$ cat config.mk
export PLATFORM = sky130hd
export DESIGN_NAME = fpu_arbiter_flat
export DESIGN_NICKNAME = d
export VERILOG_FILES = /design/src/rtl/fpu_arbiter_if.sv /design/src/rtl/fpu_arbiter.sv /design/src/flat_wrapper.sv
export SDC_FILE = /design/constraint.sdc
export NUM_CORES = 1
export LEC_CHECK = 0
export CAP_MARGIN = 20
export CORE_ASPECT_RATIO = 1.25
export CORE_UTILIZATION = 65
export DETAILED_ROUTE_END_ITERATION = 10
export DONT_BUFFER_PORTS = 1
export PLACE_DENSITY = 0.79
export RECOVER_POWER = 25
export SLEW_MARGIN = 40
export SYNTH_ARGS = -nofsm -noshare
export SYNTH_HDL_FRONTEND = slang
export SYNTH_SLANG_ARGS = --single-unit
$ cat constraint.sdc
create_clock -name clk -period 13.4 [get_ports clk]
set_clock_uncertainty 0.2 [all_clocks]
set_input_delay 2.01 -clock clk [delete_from_list [all_inputs] [get_ports clk]]
set_output_delay 2.01 -clock clk [all_outputs]
set_load 0.02 [all_outputs]
$ cat src/rtl/fpu_arbiter_if.sv
// Bundles the two requester ports, the fpu-side wiring and the response port of
// fpu_arbiter. The arbiter connects through the slave modport; its environment
// connects through the master modport.
interface fpu_arbiter_if #(
  parameter int unsigned TAG_W = 4
);
  logic             req0_valid;
  logic             req0_ready;
  logic [31:0]      req0_a;
  logic [31:0]      req0_b;
  logic [1:0]       req0_sel;
  logic [TAG_W-1:0] req0_tag;

  logic             req1_valid;
  logic             req1_ready;
  logic [31:0]      req1_a;
  logic [31:0]      req1_b;
  logic [1:0]       req1_sel;
  logic [TAG_W-1:0] req1_tag;

  logic [31:0]      fpu_a;
  logic [31:0]      fpu_b;
  logic [1:0]       fpu_sel;
  logic [31:0]      fpu_y;
  logic             fpu_err;
  logic             fpu_overflow;

  logic             rsp_valid;
  logic             rsp_ready;
  logic             rsp_src;
  logic [TAG_W-1:0] rsp_tag;
  logic [31:0]      rsp_y;
  logic             rsp_err;
  logic             rsp_overflow;

  modport slave (
    input  req0_valid, req0_a, req0_b, req0_sel, req0_tag,
    output req0_ready,
    input  req1_valid, req1_a, req1_b, req1_sel, req1_tag,
    output req1_ready,
    output fpu_a, fpu_b, fpu_sel,
    input  fpu_y, fpu_err, fpu_overflow,
    output rsp_valid, rsp_src, rsp_tag, rsp_y, rsp_err, rsp_overflow,
    input  rsp_ready
  );

  modport master (
    output req0_valid, req0_a, req0_b, req0_sel, req0_tag,
    input  req0_ready,
    output req1_valid, req1_a, req1_b, req1_sel, req1_tag,
    input  req1_ready,
    input  fpu_a, fpu_b, fpu_sel,
    output fpu_y, fpu_err, fpu_overflow,
    input  rsp_valid, rsp_src, rsp_tag, rsp_y, rsp_err, rsp_overflow,
    output rsp_ready
  );
endinterface

$ cat src/rtl/fpu_arbiter.sv
// Shares one fixed-latency fpu between two requesters. Ops are issued into the
// fpu operand registers, their owner rides a tag pipe matching the fpu latency,
// and results drain through a first-word-fall-through FIFO. A credit counter
// (ops in the tag pipe plus FIFO entries) stops issue before the FIFO can fill.
// Optional macro FPU_ARB_FIXED_PRIO_EN: req0 always wins ties (no rr pointer).
module fpu_arbiter #(
  parameter int unsigned FPU_LAT    = 1,
  parameter int unsigned FIFO_DEPTH = 4,
  parameter int unsigned TAG_W      = 4
) (
  input logic           clk,
  input logic           rst,
  fpu_arbiter_if.slave  bus
);

  localparam int unsigned PtrW  = $clog2(FIFO_DEPTH);
  localparam int unsigned FillW = PtrW + 1;
  localparam int unsigned CntW  = $clog2(FIFO_DEPTH + 1);

  typedef struct packed {
    logic             src;
    logic [TAG_W-1:0] tag;
    logic [31:0]      y;
    logic             err;
    logic             ovf;
  } rsp_t;

  typedef struct packed {
    logic             vld;
    logic             src;
    logic [TAG_W-1:0] tag;
  } tag_t;

  logic [CntW-1:0]  cnt_q, cnt_d;
  logic             issue_ok, gnt0, gnt1, issue, push, pop, rsp_valid;
  logic [31:0]      fpu_a_q, fpu_b_q;
  logic [1:0]       fpu_sel_q;
  tag_t             pipe_q [FPU_LAT];
  rsp_t             mem_q  [FIFO_DEPTH];
  logic [PtrW-1:0]  wr_ptr_q, rd_ptr_q;
  logic [FillW-1:0] fill_q, fill_d;
  rsp_t             head;

  assign issue_ok = (cnt_q < CntW'(FIFO_DEPTH));

`ifndef FPU_ARB_FIXED_PRIO_EN
  logic rr_q;  // 1: req1 wins the next tie

  // Round-robin pointer moves to the requester that did not win.
  always_ff @(posedge clk or posedge rst) begin
    if (rst) begin
      rr_q <= 1'b0;
    end else if (issue) begin
      rr_q <= gnt0;
    end
  end
`endif

  // Combinational grant, gated by available credits.
  always_comb begin
    gnt0 = 1'b0;
    gnt1 = 1'b0;
    if (issue_ok) begin
      if (bus.req0_valid && bus.req1_valid) begin
`ifdef FPU_ARB_FIXED_PRIO_EN
        gnt0 = 1'b1;
`else
        gnt0 = ~rr_q;
        gnt1 = rr_q;
`endif
      end else begin
        gnt0 = bus.req0_valid;
        gnt1 = bus.req1_valid;
      end
    end
  end

  assign issue          = gnt0 | gnt1;
  assign bus.req0_ready = gnt0;
  assign bus.req1_ready = gnt1;

  // Operand registers feeding the fpu; hold when nothing issues.
  always_ff @(posedge clk or posedge rst) begin
    if (rst) begin
      fpu_a_q   <= '0;
      fpu_b_q   <= '0;
      fpu_sel_q <= '0;
    end else if (issue) begin
      fpu_a_q   <= gnt1 ? bus.req1_a   : bus.req0_a;
      fpu_b_q   <= gnt1 ? bus.req1_b   : bus.req0_b;
      fpu_sel_q <= gnt1 ? bus.req1_sel : bus.req0_sel;
    end
  end

  assign bus.fpu_a   = fpu_a_q;
  assign bus.fpu_b   = fpu_b_q;
  assign bus.fpu_sel = fpu_sel_q;

  // Tag pipe: owner of each in-flight op, aligned with the fpu latency.
  always_ff @(posedge clk or posedge rst) begin
    if (rst) begin
      for (int i = 0; i < FPU_LAT; i++) begin
        pipe_q[i] <= '0;
      end
    end else begin
      pipe_q[0] <= {issue, gnt1, (gnt1 ? bus.req1_tag : bus.req0_tag)};
      for (int i = 1; i < FPU_LAT; i++) begin
        pipe_q[i] <= pipe_q[i-1];
      end
    end
  end

  // The last stage marks the cycle in which fpu_y belongs to that op.
  assign push      = pipe_q[FPU_LAT-1].vld;
  assign rsp_valid = (fill_q != '0);
  assign pop       = rsp_valid & bus.rsp_ready;
  assign fill_d    = fill_q + FillW'(push) - FillW'(pop);

  // Result FIFO; credits guarantee a push never meets a full FIFO.
  always_ff @(posedge clk or posedge rst) begin
    if (rst) begin
      wr_ptr_q <= '0;
      rd_ptr_q <= '0;
      fill_q   <= '0;
      for (int i = 0; i < FIFO_DEPTH; i++) begin
        mem_q[i] <= '0;
      end
    end else begin
      if (push) begin
        mem_q[wr_ptr_q] <= '{src: pipe_q[FPU_LAT-1].src, tag: pipe_q[FPU_LAT-1].tag,
                             y: bus.fpu_y, err: bus.fpu_err, ovf: bus.fpu_overflow};
        wr_ptr_q        <= wr_ptr_q + PtrW'(1);
      end
      if (pop) begin
        rd_ptr_q <= rd_ptr_q + PtrW'(1);
      end
      fill_q <= fill_d;
    end
  end

  assign cnt_d = cnt_q + CntW'(issue) - CntW'(pop);

  // Credit counter: ops in the tag pipe plus ops waiting in the FIFO.
  always_ff @(posedge clk or posedge rst) begin
    if (rst) begin
      cnt_q <= '0;
    end else begin
      cnt_q <= cnt_d;
    end
  end

  assign head             = mem_q[rd_ptr_q];
  assign bus.rsp_valid    = rsp_valid;
  assign bus.rsp_src      = head.src;
  assign bus.rsp_tag      = head.tag;
  assign bus.rsp_y        = head.y;
  assign bus.rsp_err      = head.err;
  assign bus.rsp_overflow = head.ovf;

endmodule
$ cat src/flat_wrapper.sv
// flat-port wrapper written by rule: the top's interface ports become plain ports
module fpu_arbiter_flat 
#(
  parameter int unsigned FPU_LAT    = 1,
  parameter int unsigned FIFO_DEPTH = 4,
  parameter int unsigned TAG_W      = 4
)
  (clk, rst, bus_req0_valid, bus_req0_a, bus_req0_b, bus_req0_sel, bus_req0_tag, bus_req0_ready, bus_req1_valid, bus_req1_a, bus_req1_b, bus_req1_sel, bus_req1_tag, bus_req1_ready, bus_fpu_a, bus_fpu_b, bus_fpu_sel, bus_fpu_y, bus_fpu_err, bus_fpu_overflow, bus_rsp_valid, bus_rsp_src, bus_rsp_tag, bus_rsp_y, bus_rsp_err, bus_rsp_overflow, bus_rsp_ready);
  fpu_arbiter_if #(.TAG_W(TAG_W)) bus_i ();
  input logic clk;
  input logic rst;
  input wire logic [$bits(bus_i.req0_valid)-1:0] bus_req0_valid;
  input wire logic [$bits(bus_i.req0_a)-1:0] bus_req0_a;
  input wire logic [$bits(bus_i.req0_b)-1:0] bus_req0_b;
  input wire logic [$bits(bus_i.req0_sel)-1:0] bus_req0_sel;
  input wire logic [$bits(bus_i.req0_tag)-1:0] bus_req0_tag;
  output wire logic [$bits(bus_i.req0_ready)-1:0] bus_req0_ready;
  input wire logic [$bits(bus_i.req1_valid)-1:0] bus_req1_valid;
  input wire logic [$bits(bus_i.req1_a)-1:0] bus_req1_a;
  input wire logic [$bits(bus_i.req1_b)-1:0] bus_req1_b;
  input wire logic [$bits(bus_i.req1_sel)-1:0] bus_req1_sel;
  input wire logic [$bits(bus_i.req1_tag)-1:0] bus_req1_tag;
  output wire logic [$bits(bus_i.req1_ready)-1:0] bus_req1_ready;
  output wire logic [$bits(bus_i.fpu_a)-1:0] bus_fpu_a;
  output wire logic [$bits(bus_i.fpu_b)-1:0] bus_fpu_b;
  output wire logic [$bits(bus_i.fpu_sel)-1:0] bus_fpu_sel;
  input wire logic [$bits(bus_i.fpu_y)-1:0] bus_fpu_y;
  input wire logic [$bits(bus_i.fpu_err)-1:0] bus_fpu_err;
  input wire logic [$bits(bus_i.fpu_overflow)-1:0] bus_fpu_overflow;
  output wire logic [$bits(bus_i.rsp_valid)-1:0] bus_rsp_valid;
  output wire logic [$bits(bus_i.rsp_src)-1:0] bus_rsp_src;
  output wire logic [$bits(bus_i.rsp_tag)-1:0] bus_rsp_tag;
  output wire logic [$bits(bus_i.rsp_y)-1:0] bus_rsp_y;
  output wire logic [$bits(bus_i.rsp_err)-1:0] bus_rsp_err;
  output wire logic [$bits(bus_i.rsp_overflow)-1:0] bus_rsp_overflow;
  input wire logic [$bits(bus_i.rsp_ready)-1:0] bus_rsp_ready;
  assign bus_i.req0_valid = bus_req0_valid;
  assign bus_i.req0_a = bus_req0_a;
  assign bus_i.req0_b = bus_req0_b;
  assign bus_i.req0_sel = bus_req0_sel;
  assign bus_i.req0_tag = bus_req0_tag;
  assign bus_req0_ready = bus_i.req0_ready;
  assign bus_i.req1_valid = bus_req1_valid;
  assign bus_i.req1_a = bus_req1_a;
  assign bus_i.req1_b = bus_req1_b;
  assign bus_i.req1_sel = bus_req1_sel;
  assign bus_i.req1_tag = bus_req1_tag;
  assign bus_req1_ready = bus_i.req1_ready;
  assign bus_fpu_a = bus_i.fpu_a;
  assign bus_fpu_b = bus_i.fpu_b;
  assign bus_fpu_sel = bus_i.fpu_sel;
  assign bus_i.fpu_y = bus_fpu_y;
  assign bus_i.fpu_err = bus_fpu_err;
  assign bus_i.fpu_overflow = bus_fpu_overflow;
  assign bus_rsp_valid = bus_i.rsp_valid;
  assign bus_rsp_src = bus_i.rsp_src;
  assign bus_rsp_tag = bus_i.rsp_tag;
  assign bus_rsp_y = bus_i.rsp_y;
  assign bus_rsp_err = bus_i.rsp_err;
  assign bus_rsp_overflow = bus_i.rsp_overflow;
  assign bus_i.rsp_ready = bus_rsp_ready;
  fpu_arbiter #(.FPU_LAT(FPU_LAT), .FIFO_DEPTH(FIFO_DEPTH), .TAG_W(TAG_W)) u_core (.clk(clk), .rst(rst), .bus(bus_i));
endmodule
* After elaboration in Yosys (flattened, before gate mapping)
Cells that the tools add are included.
** Cells by class
- $add $sub $neg :: 6
- Magnitude comparators :: 4
- Muxes and demuxes :: 14
- Bitwise operators :: 5
- Reductions and logical operators :: 3
** Operator list (count)
- bitwise mux 156 bit :: 1
- 2-to-1 mux 39 bit :: 3
- binary-select mux 39 bit (select 2 bit) :: 1
- demux 39 bit (select 2 bit) :: 1
- 2-to-1 mux 32 bit :: 2
- adder 3 x 1 -> 3 bit :: 2
- >= comparator 3 bit (second input constant) :: 2
- inverter 2 -> 3 bit :: 2
- subtractor 3 x 1 -> 3 bit :: 2
- adder 2 x 1 -> 2 bit (second input constant) :: 2
- 2-to-1 mux 1 bit :: 4
- 2-to-1 mux 4 bit :: 1
- less-than comparator 3 x 1 -> 1 bit (second input constant) :: 1
- less-than comparator 3 bit (second input constant) :: 1
- nonzero test 3 bit :: 1
- logical AND 1 bit :: 2
- 2-to-1 mux 2 bit :: 1
- bitwise AND 1 bit :: 1
- inverter 1 bit :: 1
- OR 1 bit :: 1
** Word-level totals
- Register bits after elaboration :: 239
- Input bits :: 179
- Output and inout bits :: 108
- Word-level logic and storage cells :: 63

* Depth between registers and ports, before layout
Gate-level depths: netlist of run 1.
- Word-level depth :: 6
- Gate-level depth with buffers :: 10
- Depth with buffers taken out :: 8

* Worst setup path after synthesis of run 1
Ideal clock, no wire load.
- Kind :: input to output
- Start point :: in bus_req1_valid
- End point :: out bus_req0_ready
- Arrival :: 2.891 ns
- Data required time :: 11.190 ns
- Slack :: 8.299 ns
- Stages on the path :: 3
- Path through :: buf_2 -> buf_2 -> a211oi_1
** Between the ends
- Word-level cells in the longest chain between the ends :: 3
** Ends and longest elaborated chain
- from (decl) :: line flat_wrapper.sv:18 : input wire logic [$bits(bus_i.req1_valid)-1:0] bus_req1_valid;
- logical AND 1 bit :: line fpu_arbiter.sv:64 : if (bus.req0_valid && bus.req1_valid) begin
- 2-to-1 mux 1 bit :: line fpu_arbiter.sv:64
- 2-to-1 mux 1 bit :: line fpu_arbiter.sv:63 : if (issue_ok) begin
- to (decl) :: line flat_wrapper.sv:17 : output wire logic [$bits(bus_i.req0_ready)-1:0] bus_req0_ready;
No other way between the ends.

* Worst setup path after layout of run 1
- Start point :: in bus_req0_valid
- End point :: out bus_req0_ready
** Between the ends
- Word-level cells in the longest chain between the ends :: 3
** Ends and longest elaborated chain
- from (decl) :: line flat_wrapper.sv:12 : input wire logic [$bits(bus_i.req0_valid)-1:0] bus_req0_valid;
- logical AND 1 bit :: line fpu_arbiter.sv:64
- 2-to-1 mux 1 bit * :: line fpu_arbiter.sv:64
- 2-to-1 mux 1 bit * :: line fpu_arbiter.sv:63
Every way passes the cells marked *; elsewhere a longest branch is shown, timed or not.

==> qor.txt, run 1 <==
Outcome - complete, but fails checks
Failing checks - capacitance limit, slew limit
Die Area - 0.0177 mm^2
Critical setup path kind - input port to output port
CTS root buffer - clkbuf_16
WP buf/inv - 2
Initial drt markers - 449
FF-to-FF path depth - 4
CP Max Fanout - 67
TritonCTS clock tree - done
Leakage - 4.66 nW
Hold buffer count at CTS - 0
Global-route wire length before repair - 39700 um
Vias per cell - 6.93
Distinct cells, synth - 28
Power Density - 289 mW/mm^2
RSZ-0062 raised after global routing - false
Core ar. - 0.0168 mm^2
Global Route Usage Sum - 28.9%
Nets - 971
Post-Layout Cell Count - 1018
Setup Total Neg Slack - 0 ns
#FFs+latches synth - 239
Met2 Usage GRT - 51.0%
Via count - 7057
Worst path arrival time - 3.10 ns
Post-synthesis cell area - 0.0111 mm^2
Antenna-violating nets left - 0
Hpwl dp - 16800 um
Crit path max-delay cell type - a211oi_1
Sequential area share after synthesis - 53.7%
Synthesized Nets - 1022
Peak supply drop - 154 uV
Met3 usage - 7.29%
Total CTS buffers - 23
Hold path depth - 1
Initial Util - 66.4%
Clock Latency Late Sink - 0.49 ns
MaxCap Viol Count - 4
Num rows - 53
Ys Warns - 0
Slew Limit Fails - 160
Startpoint types - input port
DP Cell Count - 976
Measured slew at the worst slew-check pin - 2.01 ns
Req. time, crit path - 11.19 ns
Final worst-path cycle share - 39.6%
Post-Synthesis Cells - 833
Worst Setup End Kind - output port
Area after DPL - 0.0110 mm^2
Grt total ovfl - 0
Final Hold Fails - 0
Antenna cells - 0
Final Instance Area - 0.0118 mm^2
Clock slew at reported path FFs - 0.06 ns
Area added between synthesis and finish - 5.81%
IO buf count - 0
Htree depth - 1
WL/cell - 25.0 um
Clk sink count - 239
Largest net degree at the start of global routing - 159
Grt met1 use - 34.6%
Max Fclk - 188 MHz
Number of global-route vias before repair - 7462
Max Buffers Root-to-Sink - 3
Max-Slew Margin vs Limit - -34.4%
GPL Wtd Cong - 0.876
Io pins - 287
Syn_area_per_cell - 13.4 um^2
Max incr delay on CP - 0.72 ns
Die Y - 148 um
Routed WL - 25500 um
Die W - 119 um
Layout cells sized above 1 - 32.1%
Min-Delay Path Class - flop to flop
Setup bufs post-CTS - 0
DRC Markers - 0
Levels on crit path - 3
Most used routing layer - met2
Pre-antenna DRT Iters - 5
Initial antenna violation count - 1
CP cell instances - inv_2 -> buf_4 -> a211oi_1
Setup violators final - 0
Crit path max-delay family - compound AO/OA/AOI/OAI gates
Final worst path period need - 5.31 ns
Post_cts resized - 0
layout make-up:
type / count / area, um^2
fill: 1125 / 5000
timing repair buffer: 9 / 83.8
inverter: 14 / 71.3
sequential: 239 / 5980
clock inverter: 8 / 123
multi-input combinational: 495 / 4560
clock buffer: 33 / 683
tap: 220 / 275
routing by layer:
metal	share of wire, %	vias to the layer above
li1	-	3049
met1	36	3631
met2	53	315
met3	8.3	60
met4	3.0	2
met5	0.051	-
Yosys cell counts:
| cell | instances | area [um^2] |
|---|---|---|
| dfrtp_1 | 239 | 5980 |
| mux2_2 | 160 | 1800 |
| a31oi_1 | 66 | 413 |
| nor2_1 | 66 | 248 |
| o2111ai_1 | 66 | 578 |
| o21ai_0 | 61 | 305 |
| mux4_2 | 39 | 878 |
| buf_2 | 33 | 165 |
| buf_4 | 18 | 135 |
| clkbuf_1 | 17 | 63.8 |
| buf_6 | 14 | 158 |
| inv_1 | 14 | 52.6 |
| ha_1 | 8 | 100 |
| o21ai_1 | 6 | 30.0 |
| xnor2_1 | 5 | 43.8 |
| nand2_2 | 4 | 25.0 |
| clkbuf_2 | 3 | 15.0 |
| fa_1 | 2 | 40.0 |
| nand2_1 | 2 | 7.51 |
| xor2_1 | 2 | 17.5 |
| a211oi_1 | 1 | 7.51 |
| nand2b_2 | 1 | 8.76 |
| nor2_4 | 1 | 11.3 |
| nor2b_4 | 1 | 13.8 |
| o21ba_1 | 1 | 10.0 |
| o21bai_1 | 1 | 7.51 |
| o31a_1 | 1 | 8.76 |
| or3_1 | 1 | 6.26 |
flip-flops by register name, summed over array words and instances (netlist names):
register,cells
u_core.wr_ptr_q,2
u_core.mem_q,156
u_core.rr_q,1
u_core.fill_q,3
u_core.push,1
u_core.rd_ptr_q,2
u_core.bus.fpu_b,32
u_core.cnt_q,3
u_core.bus.fpu_a,32
u_core.bus.fpu_sel,2
u_core.pipe_q,5
cells by family after synthesis:
group,after synthesis,synth area share (%)
mux,199,24.1
fa+ha+maj,10,1.26
flops,239,53.7
simple gates,76,2.88
compound gates,203,12.2
xor+xnor,7,0.551
buf+inv,99,5.29
cells in the final DEF (no fill, tap or decap), drive strengths merged:
cell type / Yosys / final
a31oi: 66 / 66
buf: 65 / 9
nor2b: 1 / 1
o31a: 1 / 1
mux2: 160 / 160
clkbuf: 20 / 33
o21ba: 1 / 1
xnor2: 5 / 5
o21bai: 1 / 1
bufinv: 0 / 3
nor2: 67 / 67
ha: 8 / 8
xor2: 2 / 2
fa: 2 / 2
o21ai: 67 / 67
inv: 14 / 15
o2111ai: 66 / 66
nand2b: 1 / 1
a211oi: 1 / 1
or3: 1 / 1
clkinv: 0 / 4
dfrtp: 239 / 239
mux4: 39 / 39
nand2: 6 / 6
worst paths after layout:
path	start	endpoint	slack (ns)
min in group asynchronous	rst	u_core.bus.fpu_a[30]	1.24
max in group asynchronous	rst	u_core.rd_ptr_q[1]	10.55
worst max-delay path	bus_req0_valid	bus_req0_ready	8.09
worst min register to register	u_core.mem_q[62]	u_core.mem_q[62]	0.30
worst max register to register	u_core.wr_ptr_q[0]	u_core.mem_q[65]	10.44
worst min-delay path	u_core.mem_q[62]	u_core.mem_q[62]	0.30
power breakdown:
group	switching [mW]	internal (mW)	leakage [nW]	total, mW
registers	0.389	1.09	2.76	1.48
logic	0.657	0.586	1.50	1.24
clock network	0.266	0.413	0.400	0.679
metrics by stage:
stage	power, mW	worst slack, ns	util (%)	hold WS (ns)
floorplan	2.51	4.63	-	0.274
global placement	2.62	8.13	65.3	0.281
detailed placement	2.73	8.12	65.4	0.288
CTS	3.41	8.11	70.2	0.301
global route	3.57	8.02	70.2	0.311
finish	3.40	8.09	70.2	0.300
(Power assumes the default switching activity.)
==> run 2, diff against run 1 <==
- CORE_UTILIZATION: 65 -> 64
- PLACE_DENSITY: 0.79 -> 0.78
- clock period: 13.4 -> 5.3 ns (I/O delays scaled with it)
==> run 2 against run 1 <==
Effect of this change: the run still ends with capacitance limit, slew limit left; cell count increased by 0.39%; via count decreased by 0.98%; sequential power increased to 2.5 times the previous value; worst setup slack got worse by 6.8 ns; die area increased by 1.5%; total power increased by 150%; critical path depth decreased by 1; global-route usage increased by 0.13 points; first-iteration DRC count decreased by 13%; sequential share of layout area increased by 0.060 points; wire length increased by 1.9%.
==> qor.txt, run 2 (same netlist as run 1, synthesis figures left out) <==
Final worst-path cycle share - 76.2%
Largest net degree at the start of global routing - 141 (-11%)
Hold slack - 0.239 ns (-0.0602 ns)
Measured slew at the worst slew-check pin - 1.99 ns (-0.0218 ns)
FF-to-FF path depth - 3 (-1)
Grt total ovfl - 0 (unchanged)
Setup Total Neg Slack - 0 ns (unchanged)
Initial antenna violation count - 6 (+5)
Peak supply drop - 491 uV (+220%)
WP buf/inv - 1 (-1)
Vias per cell - 6.84 (-1.4%)
Layout Utilization - 69.6% (-0.65 points)
Slew Limit Fails - 111 (-31%)
Max-Slew Margin vs Limit - -33.0% (+1.5 points)
Total CTS buffers - 23 (unchanged)
CP cell instances - buf_4 -> mux4_2
Max Fclk - 248 MHz
Critical path destination - bus_rsp_y[25]
Core ar. - 0.0169 mm^2 (+0.79%)
Total design power - 8.49 mW (+150%)
Pre-antenna DRT Iters - 5 (unchanged)
Number of global-route vias before repair - 7322 (-1.9%)
Outcome - complete, but fails checks
Switching fraction of total power - 39.4% (+0.86 points)
Worst Setup End Kind - output port
CTS root buffer - clkbuf_16
Failing checks - capacitance limit, slew limit
Clock slew at reported path FFs - 0.07 ns (about the same)
Die Y - 149 um (+0.77%)
Crit. Startpoint - u_core.rd_ptr_q[0]
Req. time, crit path - 4.30 ns (-6.89 ns)
Levels on crit path - 2 (-1)
DRC Markers - 0 (unchanged)
Area added between synthesis and finish - 5.66%
Min-Delay Path Class - input port to flop
P_sw - 3.35 mW (+160%)
DP Cell Count - 976 (unchanged)
Io pins - 287 (unchanged)
Global Route Usage Sum - 29.0% (+0.13 points)
Routed WL - 26000 um (+1.9%)
Critical setup path kind - flop to output port
Global-route wire length before repair - 40300 um (+1.4%)
Logic gate share of total power - 37.0% (+0.5 points)
Clk sink count - 239 (unchanged)
Leakage - 4.65 nW (-0.20%)
Final worst path period need - 4.04 ns
Max reg flops - 156 (unchanged)
Clock power share - 18.9% (-1.0 points)
Layout cells sized above 1 - 32.4% (+0.34 points)
Initial Util - 65.8% (-0.52 points)
Antenna-violating nets left - 0 (unchanged)
WL/cell - 25.4 um (+1.5%)
Die W - 120 um (+0.76%)
Setup violators final - 0 (unchanged)
Die Area - 0.0179 mm^2 (+1.5%)
TritonCTS clock tree - done
Worst reg2reg setup slack - 2.44 ns (-8.00 ns)
Setup bufs post-CTS - 0 (unchanged)
Htree depth - 1 (unchanged)
Num rows - 53 (unchanged)
Flop pwr share - 44.1% (+0.6 points)
Worst hold start - bus_fpu_y[21]
RSZ-0062 raised after global routing - false
Clock Latency Late Sink - 0.50 ns (about the same)
Power Density - 722 mW/mm^2 (+150%)
IO buf count - 0 (unchanged)
Most common cell after layout, fill and taps aside - dfrtp_1
CP Max Fanout - 30 (-55%)
Post-Layout Cell Count - 1022 (+0.39%)
Via count - 6988 (-0.98%)
MaxCap Viol Count - 3 (-1)
Largest Register - u_core.mem_q
Crit path max-delay cell type - dfrtp_1
Final Hold Fails - 0 (unchanged)
Max incr delay on CP - 1.44 ns (+0.72 ns)
Hpwl dp - 17200 um (+2.7%)
GPL Wtd Cong - 0.833 (-4.8%)
Reg-to-Reg Start - u_core.wr_ptr_q[0]
Nets - 973 (+0.21%)
Initial drt markers - 390 (-13%)
Max Buffers Root-to-Sink - 3 (unchanged)
Pint - 5.14 mW (+150%)
Most frequent cells in the layout - 237 x dfrtp_1, 160 x mux2_2, 66 x o2111ai_1, 66 x nor2_1, 66 x a31oi_1
Startpoint types - flop
Crit path max-delay family - flip-flops
Worst path arrival time - 3.04 ns (-0.06 ns)
RR Endpoint - u_core.mem_q[4]
## run 2: timing repair
action                                 CTS  global route
resized for setup                        0             0
hold buffers                             0             1
endpoints found under the hold margin    0             9
## run 2: cell type report
type                    count  area, um^2
fillers                  1148        5150
diodes                      3        7.51
clock inverters            13         116
clock buffers              27         631
multi-input cells         495        4570
well taps                 220         275
inverters                  14        58.8
repair buffers             11         118
flip-flops and latches    239        5980
## run 2: metal layers
metal | vias to the layer above | routed length [um] | track usage, %
met5 | - | 38 | 0
met3 | 53 | 2520 | 9.41
li1 | 3052 | - | -
met4 | 6 | 660 | 8.25
met2 | 321 | 13200 | 48.2
met1 | 3556 | 9580 | 36.4
## run 2: worst min-delay path by stage
stage / end / slack (ns) / cells after the start
detailed placement: u_core.mem_q[112] / 0.29 / 1
floorplan: u_core.mem_q[39] / 0.27 / 1
global placement: u_core.mem_q[40] / 0.28 / 1
CTS: u_core.mem_q[146] / 0.10 / 1
global route: u_core.mem_q[62] / 0.22 / 1
finish: u_core.mem_q[101] / 0.24 / 1
## run 2: power by group through the flow
stage | sequential, mW | combinational (mW) | clock (mW)
2_1_floorplan | 3.44 | 2.90 | 0
3_3_place_gp | 3.68 | 2.97 | 0
3_5_place_dp | 3.77 | 3.14 | 0
4_1_cts | 3.75 | 3.14 | 1.64
5_1_grt | 3.85 | 3.38 | 1.71
6_report | 3.75 | 3.14 | 1.60
## run 2: through the flow
step,worst slack [ns],instance area (um^2)
global placement,2.30,11000
finish,1.26,11800
global route,1.05,11800
CTS,1.75,11700
detailed placement,2.28,11000
floorplan,1.17,11100
